===== src/rtl/rv32im_dmem_ctrl_pkg.sv =====
// rtl/rv32im_dmem_ctrl_pkg.sv - shared definitions for the data-memory controller
// Holds the FSM state encoding, LSU opcode constants, bus widths and opcode decode helpers.
package rv32im_dmem_ctrl_pkg;

    localparam int LSU_OPCODE_WIDTH = 4;
    localparam int BUS_BE_WIDTH     = 4;
    localparam int LANE_DATA_WIDTH  = 32;

    localparam logic [LSU_OPCODE_WIDTH-1:0] OP_NOP = 4'd0;
    localparam logic [LSU_OPCODE_WIDTH-1:0] OP_LB  = 4'd1;
    localparam logic [LSU_OPCODE_WIDTH-1:0] OP_LBU = 4'd2;
    localparam logic [LSU_OPCODE_WIDTH-1:0] OP_LH  = 4'd3;
    localparam logic [LSU_OPCODE_WIDTH-1:0] OP_LHU = 4'd4;
    localparam logic [LSU_OPCODE_WIDTH-1:0] OP_LW  = 4'd5;
    localparam logic [LSU_OPCODE_WIDTH-1:0] OP_SB  = 4'd6;
    localparam logic [LSU_OPCODE_WIDTH-1:0] OP_SH  = 4'd7;
    localparam logic [LSU_OPCODE_WIDTH-1:0] OP_SW  = 4'd8;

    typedef enum logic [1:0] {
        ST_IDLE = 2'd0,
        ST_BUS  = 2'd1,
        ST_RESP = 2'd2,
        ST_ERR  = 2'd3
    } dmem_state_e;

    function automatic logic is_mem_op(input logic [LSU_OPCODE_WIDTH-1:0] op);
        return (op >= OP_LB) && (op <= OP_SW);
    endfunction

    function automatic logic is_store(input logic [LSU_OPCODE_WIDTH-1:0] op);
        return (op == OP_SB) || (op == OP_SH) || (op == OP_SW);
    endfunction

    function automatic logic is_misaligned(input logic [LSU_OPCODE_WIDTH-1:0] op,
                                           input logic [1:0] off);
        logic m;
        m = 1'b0;
        case (op)
            OP_LH, OP_LHU, OP_SH: m = off[0];
            OP_LW, OP_SW:         m = (off != 2'b00);
            default:              m = 1'b0;
        endcase
        return m;
    endfunction

endpackage


===== src/rtl/rv32im_dmem_ctrl_if.sv =====
// rtl/rv32im_dmem_ctrl_if.sv - word-addressed memory bus between controller and memory
// master: controller side (drives req/we/addr/be/wdata, receives rdata/ack/err).
// slave:  memory side.
interface rv32im_dmem_ctrl_if
    import rv32im_dmem_ctrl_pkg::*;
#(
    parameter int API_DATA_WIDTH = 32,
    parameter int API_ADDR_WIDTH = 32
);
    logic                      bus_req_o;
    logic                      bus_we_o;
    logic [API_ADDR_WIDTH-1:0] bus_addr_o;
    logic [BUS_BE_WIDTH-1:0]   bus_be_o;
    logic [API_DATA_WIDTH-1:0] bus_wdata_o;
    logic [API_DATA_WIDTH-1:0] bus_rdata_i;
    logic                      bus_ack_i;
    logic                      bus_err_i;

    modport master (
        output bus_req_o, bus_we_o, bus_addr_o, bus_be_o, bus_wdata_o,
        input  bus_rdata_i, bus_ack_i, bus_err_i
    );

    modport slave (
        input  bus_req_o, bus_we_o, bus_addr_o, bus_be_o, bus_wdata_o,
        output bus_rdata_i, bus_ack_i, bus_err_i
    );
endinterface


===== src/rtl/rv32im_dmem_ctrl_lane.sv =====
// rtl/rv32im_dmem_ctrl_lane.sv - byte-lane steering for the data-memory controller
// opcode/byte_off: access type and address[1:0]; store_data: right-aligned store value;
// rdata: raw bus word. be/wdata: lane enables and replicated store data; load_data:
// right-aligned, zero-filled load value.
module rv32im_dmem_lane
    import rv32im_dmem_ctrl_pkg::*;
(
    input  logic [LSU_OPCODE_WIDTH-1:0] opcode,
    input  logic [1:0]                  byte_off,
    input  logic [LANE_DATA_WIDTH-1:0]  store_data,
    input  logic [LANE_DATA_WIDTH-1:0]  rdata,
    output logic [BUS_BE_WIDTH-1:0]     be,
    output logic [LANE_DATA_WIDTH-1:0]  wdata,
    output logic [LANE_DATA_WIDTH-1:0]  load_data
);
    logic [LANE_DATA_WIDTH-1:0] shifted;

    always_comb begin
        shifted   = rdata >> {byte_off, 3'b000};
        be        = '0;
        wdata     = store_data;
        load_data = '0;
        case (opcode)
            OP_LB, OP_LBU, OP_SB: begin
                be        = 4'b0001 << byte_off;
                wdata     = {4{store_data[7:0]}};
                load_data = {24'b0, shifted[7:0]};
            end
            OP_LH, OP_LHU, OP_SH: begin
                be        = byte_off[1] ? 4'b1100 : 4'b0011;
                wdata     = {2{store_data[15:0]}};
                load_data = {16'b0, shifted[15:0]};
            end
            OP_LW, OP_SW: begin
                be        = 4'b1111;
                load_data = shifted;
            end
            default: begin
                be = '0;
            end
        endcase
    end
endmodule


===== src/rtl/rv32im_dmem_ctrl.sv =====
// rtl/rv32im_dmem_ctrl.sv - LSU to word-bus data-memory access controller
// clk_i/rst_i: clock, async active-high reset. req_i/lsu_opcode_i/addr_mem_i/val_memwr_i:
// LSU request. val_memrd_o: load result. stall_o/done_o/err_misalign_o/err_bus_o: status.
// bus: memory bus master port.
module rv32im_dmem_ctrl
    import rv32im_dmem_ctrl_pkg::*;
#(
    parameter int API_DATA_WIDTH = 32,
    parameter int API_ADDR_WIDTH = 32,
    parameter int TIMEOUT_CYCLES = 255
) (
    input  logic                        clk_i,
    input  logic                        rst_i,
    input  logic                        req_i,
    input  logic [LSU_OPCODE_WIDTH-1:0] lsu_opcode_i,
    input  logic [API_ADDR_WIDTH-1:0]   addr_mem_i,
    input  logic [API_DATA_WIDTH-1:0]   val_memwr_i,
    output logic [API_DATA_WIDTH-1:0]   val_memrd_o,
    output logic                        stall_o,
    output logic                        done_o,
    output logic                        err_misalign_o,
    output logic                        err_bus_o,
    rv32im_dmem_ctrl_if.master          bus
);
    localparam int CNT_W = $clog2(TIMEOUT_CYCLES + 1);
    localparam logic [CNT_W-1:0] CNT_LAST = CNT_W'(TIMEOUT_CYCLES - 1);

    dmem_state_e                 state_q, state_d;
    logic [CNT_W-1:0]            cnt_q;
    logic [LSU_OPCODE_WIDTH-1:0] op_q;
    logic [API_ADDR_WIDTH-1:0]   addr_q;
    logic [API_DATA_WIDTH-1:0]   data_q;
    logic                        misalign_q;

    logic [BUS_BE_WIDTH-1:0]     lane_be;
    logic [API_DATA_WIDTH-1:0]   lane_wdata;
    logic [API_DATA_WIDTH-1:0]   lane_load;

    logic accept;
    logic in_bus;

    assign accept = req_i && is_mem_op(lsu_opcode_i);
    assign in_bus = (state_q == ST_BUS);

    // Lane logic works from the captured request so bus outputs stay stable while waiting.
    rv32im_dmem_lane u_lane (
        .opcode     (op_q),
        .byte_off   (addr_q[1:0]),
        .store_data (data_q),
        .rdata      (bus.bus_rdata_i),
        .be         (lane_be),
        .wdata      (lane_wdata),
        .load_data  (lane_load)
    );

    always_comb begin
        state_d = state_q;
        case (state_q)
            ST_IDLE: begin
                if (accept) begin
                    state_d = is_misaligned(lsu_opcode_i, addr_mem_i[1:0]) ? ST_ERR : ST_BUS;
                end
            end
            ST_BUS: begin
                if (bus.bus_ack_i) begin
                    state_d = bus.bus_err_i ? ST_ERR : ST_RESP;
                end else if (cnt_q == CNT_LAST) begin
                    state_d = ST_ERR;
                end
            end
            ST_RESP: state_d = ST_IDLE;
            ST_ERR:  state_d = ST_IDLE;
            default: state_d = ST_IDLE;
        endcase
    end

    always_ff @(posedge clk_i or posedge rst_i) begin
        if (rst_i) begin
            state_q     <= ST_IDLE;
            cnt_q       <= '0;
            op_q        <= OP_NOP;
            addr_q      <= '0;
            data_q      <= '0;
            misalign_q  <= 1'b0;
            val_memrd_o <= '0;
        end else begin
            state_q <= state_d;
            if (state_q == ST_IDLE && accept) begin
                op_q       <= lsu_opcode_i;
                addr_q     <= addr_mem_i;
                data_q     <= val_memwr_i;
                misalign_q <= is_misaligned(lsu_opcode_i, addr_mem_i[1:0]);
                cnt_q      <= '0;
            end
            if (in_bus) begin
                if (!bus.bus_ack_i) begin
                    cnt_q <= cnt_q + CNT_W'(1);
                end else if (!bus.bus_err_i && !is_store(op_q)) begin
                    val_memrd_o <= lane_load;
                end
            end
        end
    end

    // Status and bus outputs decode the registered state, so reset clears them at once.
    assign stall_o        = (state_q == ST_IDLE && accept) || in_bus;
    assign done_o         = (state_q == ST_RESP) || (state_q == ST_ERR);
    assign err_misalign_o = (state_q == ST_ERR) && misalign_q;
    assign err_bus_o      = (state_q == ST_ERR) && !misalign_q;

    assign bus.bus_req_o   = in_bus;
    assign bus.bus_we_o    = in_bus && is_store(op_q);
    assign bus.bus_addr_o  = in_bus ? {addr_q[API_ADDR_WIDTH-1:2], 2'b00} : '0;
    assign bus.bus_be_o    = in_bus ? lane_be : '0;
    assign bus.bus_wdata_o = in_bus ? lane_wdata : '0;
endmodule


===== src/flat_wrapper.sv =====
// flat-port wrapper written by rule: the top's interface ports become plain ports
module rv32im_dmem_ctrl_flat import rv32im_dmem_ctrl_pkg::*;
#(
    parameter int API_DATA_WIDTH = 32,
    parameter int API_ADDR_WIDTH = 32,
    parameter int TIMEOUT_CYCLES = 255
)
  (clk_i, rst_i, req_i, lsu_opcode_i, addr_mem_i, val_memwr_i, val_memrd_o, stall_o, done_o, err_misalign_o, err_bus_o, bus_bus_req_o, bus_bus_we_o, bus_bus_addr_o, bus_bus_be_o, bus_bus_wdata_o, bus_bus_rdata_i, bus_bus_ack_i, bus_bus_err_i);
  rv32im_dmem_ctrl_if #(.API_DATA_WIDTH(API_DATA_WIDTH), .API_ADDR_WIDTH(API_ADDR_WIDTH)) bus_i ();
  input  logic clk_i;
  input  logic rst_i;
  input  logic req_i;
  input  logic [LSU_OPCODE_WIDTH-1:0] lsu_opcode_i;
  input  logic [API_ADDR_WIDTH-1:0] addr_mem_i;
  input  logic [API_DATA_WIDTH-1:0] val_memwr_i;
  output logic [API_DATA_WIDTH-1:0] val_memrd_o;
  output logic stall_o;
  output logic done_o;
  output logic err_misalign_o;
  output logic err_bus_o;
  output wire logic [$bits(bus_i.bus_req_o)-1:0] bus_bus_req_o;
  output wire logic [$bits(bus_i.bus_we_o)-1:0] bus_bus_we_o;
  output wire logic [$bits(bus_i.bus_addr_o)-1:0] bus_bus_addr_o;
  output wire logic [$bits(bus_i.bus_be_o)-1:0] bus_bus_be_o;
  output wire logic [$bits(bus_i.bus_wdata_o)-1:0] bus_bus_wdata_o;
  input wire logic [$bits(bus_i.bus_rdata_i)-1:0] bus_bus_rdata_i;
  input wire logic [$bits(bus_i.bus_ack_i)-1:0] bus_bus_ack_i;
  input wire logic [$bits(bus_i.bus_err_i)-1:0] bus_bus_err_i;
  assign bus_bus_req_o = bus_i.bus_req_o;
  assign bus_bus_we_o = bus_i.bus_we_o;
  assign bus_bus_addr_o = bus_i.bus_addr_o;
  assign bus_bus_be_o = bus_i.bus_be_o;
  assign bus_bus_wdata_o = bus_i.bus_wdata_o;
  assign bus_i.bus_rdata_i = bus_bus_rdata_i;
  assign bus_i.bus_ack_i = bus_bus_ack_i;
  assign bus_i.bus_err_i = bus_bus_err_i;
  rv32im_dmem_ctrl #(.API_DATA_WIDTH(API_DATA_WIDTH), .API_ADDR_WIDTH(API_ADDR_WIDTH), .TIMEOUT_CYCLES(TIMEOUT_CYCLES)) u_core (.clk_i(clk_i), .rst_i(rst_i), .req_i(req_i), .lsu_opcode_i(lsu_opcode_i), .addr_mem_i(addr_mem_i), .val_memwr_i(val_memwr_i), .val_memrd_o(val_memrd_o), .stall_o(stall_o), .done_o(done_o), .err_misalign_o(err_misalign_o), .err_bus_o(err_bus_o), .bus(bus_i));
endmodule

===== config.mk =====
export PLATFORM = sky130hd
export DESIGN_NAME = rv32im_dmem_ctrl_flat
export DESIGN_NICKNAME = d
export VERILOG_FILES = /design/src/rtl/rv32im_dmem_ctrl_pkg.sv /design/src/rtl/rv32im_dmem_ctrl_if.sv /design/src/rtl/rv32im_dmem_ctrl_lane.sv /design/src/rtl/rv32im_dmem_ctrl.sv /design/src/flat_wrapper.sv
export SDC_FILE = /design/constraint.sdc
export NUM_CORES = 1
export LEC_CHECK = 0
export ABC_CLOCK_PERIOD_IN_PS = 5110
export BUFFER_PORTS_ARGS = -buffer_cell sky130_fd_sc_hd__clkbuf_2
export CAP_MARGIN = 20
export CORE_MARGIN = 5
export CORE_UTILIZATION = 54
export CTS_CLUSTER_DIAMETER = 200
export DETAILED_ROUTE_END_ITERATION = 8
export PLACE_DENSITY_LB_ADDON = 0.12
export SYNTH_ARGS = -nofsm -noshare
export SYNTH_HDL_FRONTEND = slang
export SYNTH_SLANG_ARGS = --single-unit

===== constraint.sdc =====
create_clock -name clk_i -period 5.11 [get_ports clk_i]
set_input_delay 0.2555 -clock clk_i [delete_from_list [all_inputs] [get_ports clk_i]]
set_output_delay 0.2555 -clock clk_i [all_outputs]
set_load 0.01 [all_outputs]

==> flow_summary.ini <==
[sta]
fin_crit_sh = 0.610
rsz0062_at_grt = no
holdWs_ns = -0.00953
slew_headroom = 0.256
fin_crit_ns = 3.12
timing.fmax_mhz = 321
hold_viol = 15
fin_skew_ns = 0.0114
worst_slew_pin_slew_ns = 1.12
fin_tns_setup_ns = 0
drv_slew = 0
setup_viol = 0

[die]
core-area_mm2 = 0.0108
row_count = 38
die_w_um = 115
fp.dieH_um = 115
dieArea_mm2 = 0.0133
ios = 211
initial_core_util = 0.551

[logic_synthesis]
yosys_warnings = 0
async_flop_share = 1.00
synth_top_cell_by_area = dfrtp_1
synth_area_per_cell_um2 = 12.0
synthSimpleGateAreaFrac = 0.140
synth_compound_area_frac = 0.0974
synthMuxAreaShare = 0.233
synth-adder-area-share = 0.00419
synthDistinctLibCells = 53
synth_area_mm2 = 0.00597
synth_seq_cells = 111
ys.flop_type = dfrtp_1
synth_cells = 499
yosys.area_share.xor_xnor = 0.00587
synth-edff-count = 0
synth_top_family_by_area = multiplexers
synth_top_area_share = 0.465
yosys-top-cells-area = dfrtp_1, mux2_4, mux2i_1, and2_1, nand2_1
yosysSeqAreaShare = 0.465

[grt]
grt_pass1_vias = 4893
antenna_found_initial = 0
grt_max_degree = 60
grtUsageTotal = 0.233
grt_pass1_wl_um = 24500
gr-total-overflow = 0

[power_and_ir_drop]
leakage_nw = 3.71
power_density_mw_per_mm2 = 579
p_total_mw = 4.14
vdd_ir_drop_max_mv = 0.284

[cts]
post_cts_resized = 0
cts_tree = done
root_buffer = clkbuf_8
clkSinkCount = 111
h-tree-depth = 3
postCtsHoldBufs = 0
cts_setup_buffers = 0
clk_latency_ns = 0.37
cts_buffers = 9
path_clk_slew_ns = 0.10
clock_path_buffers = 2

[flow_run]
maxCapViolCount = 0

[routing]
wl_per_cell_um = 18.0
firstDrtPassIters = 4
dr_wl_met2_um = 7100
vias_per_cell = 5.52
drtAntennaViolNets = 0
highest_layer = met4
initialDrtViolationCount = 281
drc = 0
wl_met3_um = 1330
routed_wl_um = 15000
via_count = 4595
met1_length_um = 6280

[worst_setup_path]
worst-r2r-cell-count = 6
cp.arrival_ns = 2.86
crit_path_end_kind = primary output
rrSetupSlack_ns = 2.40
worstSetupPathType = flop to primary output
start_kind = flop
required_ns = 4.85
crit_path_max_fanout = 51
r2r-end = u_core.cnt_q[7]
r2r_start = u_core.state_q[1]

[run_status]
violations = hold timing
status = complete, but fails checks

[place]
dp_hpwl_um = 10900
port_buffers = 208
gp_congestion = 0.828

[min_path]
hold_path.class = input port to asynchronous set/reset pin

[layout]
ff_latch_area_mm2 = 0.00278
nNetsFinal = 795
multi_input_area_mm2 = 0.00288
nFillCells = 896
antenna_cells = 0
syn2layout_area_growth_pct = 19.8
drive_above_1_share = 0.438
==> cell type report <==
class                      instances  share of cell area
clock buffer                      12              0.0217
tap                              140              0.0245
sequential                       111               0.388
timing repair buffer             213               0.153
clock inverter                     3             0.00595
multi-input combinational        345               0.402
inverter                           8             0.00455
==> power by group <==
group	leakage, nW	switching (mW)	total (mW)	internal [mW]
sequential	1.39	0.380	1.64	1.26
combinational	2.23	0.914	1.96	1.05
clock	0.0985	0.282	0.533	0.251
total	3.71	1.58	4.14	2.56
==> logic make-up after synthesis <==
family          after synthesis
compound gates               79
xor+xnor                      4
fa+ha+maj                     2
buf+inv                      44
flops                       111
mux                         106
other cells                   1
simple gates                152
==> synth_stat cells (2+ instances only) <==
cell type	count
o21ai_0	27
nor3_1	3
buf_12	8
nand3_1	6
mux2i_1	40
nand2b_1	2
ha_1	2
nand2_1	43
nand3b_1	3
clkbuf_1	12
a22o_1	16
a21oi_1	6
a221o_1	8
mux2_4	66
buf_2	13
xor2_1	3
nor2b_1	5
o211ai_1	3
inv_1	7
and2_1	39
nor2_1	25
a21o_1	4
or3_1	2
buf_4	2
dfrtp_1	111
a32o_1	7
and3_1	10
==> cells in the final DEF, fill, tap and decap left out, types with 2 or more instances in the layout <==
cell and instances:
nor2b_1 5, nand3b_1 3, mux2_4 66, conb_1 2, inv_1 6, a221o_1 8
and3_1 10, dfrtp_1 111, mux2i_1 40, clkbuf_8 11, a32o_1 7, nand2b_1 2
a21o_1 4, nor2_1 25, or3_1 2, a22o_1 16, buf_4 4, o21ai_0 27
clkbuf_2 208, nor3_1 3, ha_1 2, xor2_1 3, o211ai_1 3, nand2_1 43
and2_1 39, nand3_1 6, a21oi_1 6
==> worst max-delay path by stage <==
stage                     cells past startpoint                     to              start
final                                         6    bus_bus_wdata_o[26]  u_core.state_q[1]
after global routing                          4    bus_bus_wdata_o[25]  u_core.state_q[1]
after CTS                                     4    bus_bus_wdata_o[26]  u_core.state_q[1]
after detailed placement                      5  u_core.val_memrd_o[5]  u_core.state_q[1]
after global placement                        5  u_core.val_memrd_o[2]  u_core.state_q[1]
after floorplan                               1       u_core.addr_q[0]              rst_i
==> sequential cells by signal, indices dropped and copies added, names as in the netlist <==
signal,flops
u_core.cnt_q,8
u_core.state_q,2
u_core.misalign_q,1
u_core.op_q,4
u_core.data_q,32
u_core.val_memrd_o,32
u_core.addr_q,32
==> metal layers <==
layer	vias to the layer above	GRT usage
met3	27	0.0689
met4	0	0.0782
met1	2232	0.301
met2	197	0.375
met5	-	0
li1	2139	-
==> metrics by stage <==
| step | hold WS, ns | util | setup WS, ns | instances | area [um^2] |
|---|---|---|---|---|---|
| finish | -0.00953 | 0.660 | 2.00 | 832 | 7150 |
| global route | 0.0452 | 0.660 | 1.75 | 832 | 7150 |
| CTS | 0.00826 | 0.658 | 1.96 | 831 | 7130 |
| detailed placement | 0.426 | 0.640 | 2.03 | 816 | 6930 |
| global placement | 0.413 | 0.640 | 2.14 | 816 | 6930 |
| floorplan | 0.372 | - | 1.92 | 500 | 5970 |
==> critical path, stage by stage, from the launching register on <==
cell and delay (ns):
dfrtp_1 0.44, nand2b_1 0.71, inv_1 0.16, buf_4 0.32, and2_1 0.30, a221o_1 0.41, clkbuf_2 0.14
(Power assumes the default switching activity.)
